<file path="config.mk">
export PLATFORM = sky130hd
export DESIGN_NAME = seq_comb_monitor
export DESIGN_NICKNAME = d
export VERILOG_FILES = /design/src/rtl/seq_comb_monitor.sv
export SDC_FILE = /design/constraint.sdc
export NUM_CORES = 1
export LEC_CHECK = 0
export BUFFER_PORTS_ARGS = -buffer_cell sky130_fd_sc_hd__buf_4
export CORE_MARGIN = 1.5
export CORE_UTILIZATION = 50
export DETAILED_ROUTE_END_ITERATION = 8
export PLACE_DENSITY = 0.78
export REMOVE_ABC_BUFFERS = 1
export SYNTH_ARGS = -nofsm -noshare
export SYNTH_HDL_FRONTEND = slang
export SYNTH_SLANG_ARGS = --single-unit
</file>
<file path="constraint.sdc">
create_clock -name clk -period 4.19 [get_ports clk]
set_input_delay 0.419 -clock clk [delete_from_list [all_inputs] [get_ports clk]]
set_output_delay 0.419 -clock clk [all_outputs]
set_load 0.03 [all_outputs]
</file>
<file path="src/rtl/seq_comb_monitor.sv">
// seq_comb_monitor: clocked observer that watches a driven signal and several
// copies of it produced by different propagation paths.  After every change of
// the driven value it waits a fixed settle window, then compares each path copy
// against the registered driven value.  It reports a per-path mismatch mask,
// a pass/fail flag and a saturating count of failed checks.
`timescale 1ns/1ps

module seq_comb_monitor #(
    parameter int N_PATHS       = 4,
    parameter int SETTLE_CYCLES = 2,
    parameter int CNT_W         = 8
) (
    input  logic               clk,
    input  logic               rst,
    input  logic               en,
    input  logic               drv,
    input  logic [N_PATHS-1:0] obs,
    input  logic               err_clr,
    output logic               chk_valid,
    output logic               chk_pass,
    output logic [N_PATHS-1:0] mismatch_mask,
    output logic [CNT_W-1:0]   err_cnt,
    output logic               busy
);

    // The settle counter only has to reach SETTLE_CYCLES-1; a window of one
    // cycle still gets a one-bit counter so the vector is never zero-width.
    localparam int CW = (SETTLE_CYCLES > 1) ? $clog2(SETTLE_CYCLES) : 1;
    localparam logic [CW-1:0] CNT_LAST = CW'(SETTLE_CYCLES - 1);
    localparam logic [CNT_W-1:0] ERR_MAX = {CNT_W{1'b1}};

    typedef enum logic [0:0] {
        IDLE   = 1'b0,
        SETTLE = 1'b1
    } state_t;

    state_t        state;
    state_t        state_next;
    logic [CW-1:0] cnt;
    logic [CW-1:0] cnt_next;
    logic          drv_q;
    logic          change;
    logic          do_compare;
    logic [N_PATHS-1:0] mismatch;

    // A change is any difference between the live drive and last cycle's
    // sample while monitoring is enabled; it is evaluated in the same cycle.
    assign change = en & (drv != drv_q);

    // Per-path disagreement against the registered drive value.
    assign mismatch = obs ^ {N_PATHS{drv_q}};

    // busy simply reflects that a settle window is in progress.
    assign busy = (state != IDLE);

    // drv_q follows drv every cycle, independent of en, so re-enabling never
    // sees a stale value as a change.
    always_ff @(posedge clk) begin
        if (rst) begin
            drv_q <= 1'b0;
        end else begin
            drv_q <= drv;
        end
    end

    // State and settle counter register.
    always_ff @(posedge clk) begin
        if (rst) begin
            state <= IDLE;
            cnt   <= '0;
        end else begin
            state <= state_next;
            cnt   <= cnt_next;
        end
    end

    // Next-state logic: disabling aborts, a new change retriggers the window,
    // and only an undisturbed full window ends in a compare.
    always_comb begin
        state_next = state;
        cnt_next   = cnt;
        do_compare = 1'b0;
        unique case (state)
            IDLE: begin
                if (change) begin
                    state_next = SETTLE;
                    cnt_next   = '0;
                end
            end
            SETTLE: begin
                if (!en) begin
                    state_next = IDLE;
                    cnt_next   = '0;
                end else if (change) begin
                    state_next = SETTLE;
                    cnt_next   = '0;
                end else if (cnt == CNT_LAST) begin
                    state_next = IDLE;
                    cnt_next   = '0;
                    do_compare = 1'b1;
                end else begin
                    cnt_next = cnt + 1'b1;
                end
            end
            default: begin
                state_next = IDLE;
                cnt_next   = '0;
            end
        endcase
    end

    // Check result registers: the valid pulse lasts one cycle, while the pass
    // flag and mismatch mask hold until the next completed check.
    always_ff @(posedge clk) begin
        if (rst) begin
            chk_valid     <= 1'b0;
            chk_pass      <= 1'b0;
            mismatch_mask <= '0;
        end else begin
            chk_valid <= do_compare;
            if (do_compare) begin
                chk_pass      <= (mismatch == '0);
                mismatch_mask <= mismatch;
            end
        end
    end

    // Failed-check counter: counts checks rather than failing bits, sticks at
    // its maximum, and an explicit clear beats a coincident failure.
    always_ff @(posedge clk) begin
        if (rst) begin
            err_cnt <= '0;
        end else if (err_clr) begin
            err_cnt <= '0;
        end else if (do_compare && (mismatch != '0) && (err_cnt != ERR_MAX)) begin
            err_cnt <= err_cnt + 1'b1;
        end
    end

endmodule

</file>
==> flow_summary.json <==
{
  "port_buffers": 23,
  "postSynthAreaPerCell_um2": 9.11,
  "stdcell_area_um2": 1050,
  "cts_tree": "done",
  "drt_iter0_markers": 19,
  "ys_seq_area_share_pct": 39.3,
  "die_width_um": 44.6,
  "violations": "DRC",
  "maxCapViolCount": 0,
  "drv_slew": 0,
  "drive_above_1_share_pct": 26.3,
  "dp_hpwl_mm": 1.17,
  "post_drt_wl_per_cell_um": 12.1,
  "drc": 1,
  "htree_num_levels": 1,
  "synth_top_family_by_area": "simple AND/OR/NAND/NOR gates",
  "fin_crit_ps": 1810,
  "synth_fa_ha_area_share_pct": 1.45,
  "arrival_ps": 1990,
  "fin_worst_skew_ps": 3.01,
  "startpoint_type": "register",
  "antenna_cells": 0,
  "grt.overflow.total": 0,
  "core_area_um2": 1560,
  "cts_setup_buffers": 0,
  "die_h_um": 44.6,
  "p_per_area_nw_per_um2": 268,
  "rsz0062_at_grt": "no",
  "synth_edf_count": 0,
  "fmax_ghz": 0.552,
  "synthMuxAreaShare_pct": 10.8,
  "grt_pass1_wl_mm": 2.70,
  "netlist_area_um2": 866,
  "numCtsBuffers": 3,
  "nets": 129,
  "power_frac_comb_pct": 10.0,
  "total_leakage_power_nw": 0.372,
  "insertion_delay_ps": 290,
  "clockBufferDepth": 2,
  "final_hold_viol_count": 0,
  "yosysWarningCount": 0,
  "synth_cells": 95,
  "crit_path_max_fanout": 9,
  "required_ps": 4370,
  "dp.cells": 130,
  "clkPwrFrac_pct": 31.5,
  "synth-seq-cells": 17,
  "end_kind": "register",
  "tns_ps": 0,
  "rows": 14,
  "critPathKind": "register to register",
  "async_flop_share_pct": 0,
  "via_count": 768,
  "clk_pin_slew_worst_paths_ps": 100,
  "antenna_found_initial": 0,
  "hold_buffers": 0,
  "final_cells": 134,
  "worstMarginPinSlew_ps": 821,
  "switching_share_pct": 24.2,
  "start_util_pct": 55.5,
  "place_area_um2": 1030,
  "grt_max_degree": 17,
  "post-route-util_pct": 67.7,
  "dr.pass1.iters": 6,
  "synthSimpleGateAreaFrac_pct": 28.9,
  "drtAntennaViolNets": 0,
  "p_int_mw": 0.214,
  "grt_pass1_vias": 659,
  "outcome": "finished, violations left",
  "synth_xor_area_share_pct": 5.92,
  "post_cts_resized": 0,
  "synth_compound_area_share_pct": 9.25,
  "synth.distinct_cells": 29,
  "cts_root_buf": "clkbuf_4",
  "die-area_um2": 1990,
  "vias_per_cell": 5.73,
  "grt_use_total_pct": 19.1,
  "hold_path.class": "input pin to register",
  "peakVddDrop_uv": 200,
  "seq_power_share_pct": 58.6,
  "p_sw_mw": 0.0682,
  "io_pins": 24,
  "final.period_utilization_pct": 43.2,
  "setup_viol": 0,
  "clkSinkCount": 17,
  "final_cell_mix": "buf_4, dfxtp_1, nor2_1",
  "ys.flop_type": "dfxtp_1",
  "final_common_cell": "buf_4",
  "drt-total-wl_mm": 1.63,
  "gp_congestion": 0.780,
  "area_growth_pct": 21.8,
  "maxSlewHeadroom_pct": 44.8
}
## synth_stat cells (2+ instances only)
cell / number / share of area, %
or3_1: 6 / 4.3
nor2b_1: 3 / 2.2
dfxtp_1: 17 / 39
buf_6: 2 / 2.6
a21oi_1: 3 / 1.7
clkbuf_1: 2 / 0.87
nand3_1: 5 / 2.9
a211oi_1: 6 / 5.2
xnor2_1: 4 / 4.0
mux2i_1: 6 / 6.9
inv_1: 2 / 0.87
o31ai_1: 2 / 1.7
nor4_1: 6 / 4.3
nand2_1: 8 / 3.5
nor2_1: 9 / 3.9
## cells by family after synthesis
logic type	after synthesis
AOI/OAI and AO/OA	12
xor gates and xnor gates	5
adders and majority gates	1
buffers and inverters	6
DFF	17
muxes	8
and+or+nand+nor	46
## metal layers
layer	up-vias	track usage [%]	routed length [um]	share of wire, %
li1	398	-	-	-
met1	341	25.1	782	48
met3	5	3.67	92	5.7
met2	24	27.2	697	43
met4	0	14.5	55	3.4
met5	-	0	0	0
## path summary, 6_finish.rpt
kind,start,endpoint,slack (ps),depth (start not counted)
max,err_cnt[0],err_cnt[7],2380,5
min,en,cnt,310,2
max reg2reg,err_cnt[0],err_cnt[7],2380,5
min reg2reg,err_cnt[6],err_cnt[6],480,2
## flip-flops by register name, summed over array words and instances, names as in the netlist
name	cells
cnt	1
chk_pass	1
drv_q	1
busy	1
chk_valid	1
err_cnt	8
mismatch_mask	4
## power by group through the flow
stage          Clock, mW  Sequential (mW)  Combinational [mW]
2_1_floorplan          0            0.170              0.0133
3_3_place_gp           0            0.169              0.0278
3_5_place_dp           0            0.169              0.0281
4_1_cts           0.0930            0.165              0.0282
5_1_grt           0.0995            0.166              0.0309
6_report          0.0889            0.165              0.0281
## worst max-delay path: stages (launching register included)
cell     delay, ps
dfxtp_1        420
ha_1           240
nand3_1         90
nor3_1         640
nor4_1         150
mux2i_1        150
## final cells by class
cell class / instances / area (um2)
inverter: 2 / 7.51
sequential: 17 / 340
clock buffer: 4 / 26.3
multi-input combinational: 72 / 488
fill: 139 / 504
timing repair buffer: 23 / 173
tap: 16 / 20.0
## metrics by stage
stage	hold WS (ps)	power (mW)	worst slack, ps
2_1_floorplan	491	0.183	2400
3_3_place_gp	459	0.197	2430
3_5_place_dp	469	0.197	2400
4_1_cts	311	0.287	2380
5_1_grt	313	0.296	2170
6_report	315	0.282	2380
No activity file was read; power rests on OpenSTA's default activity.
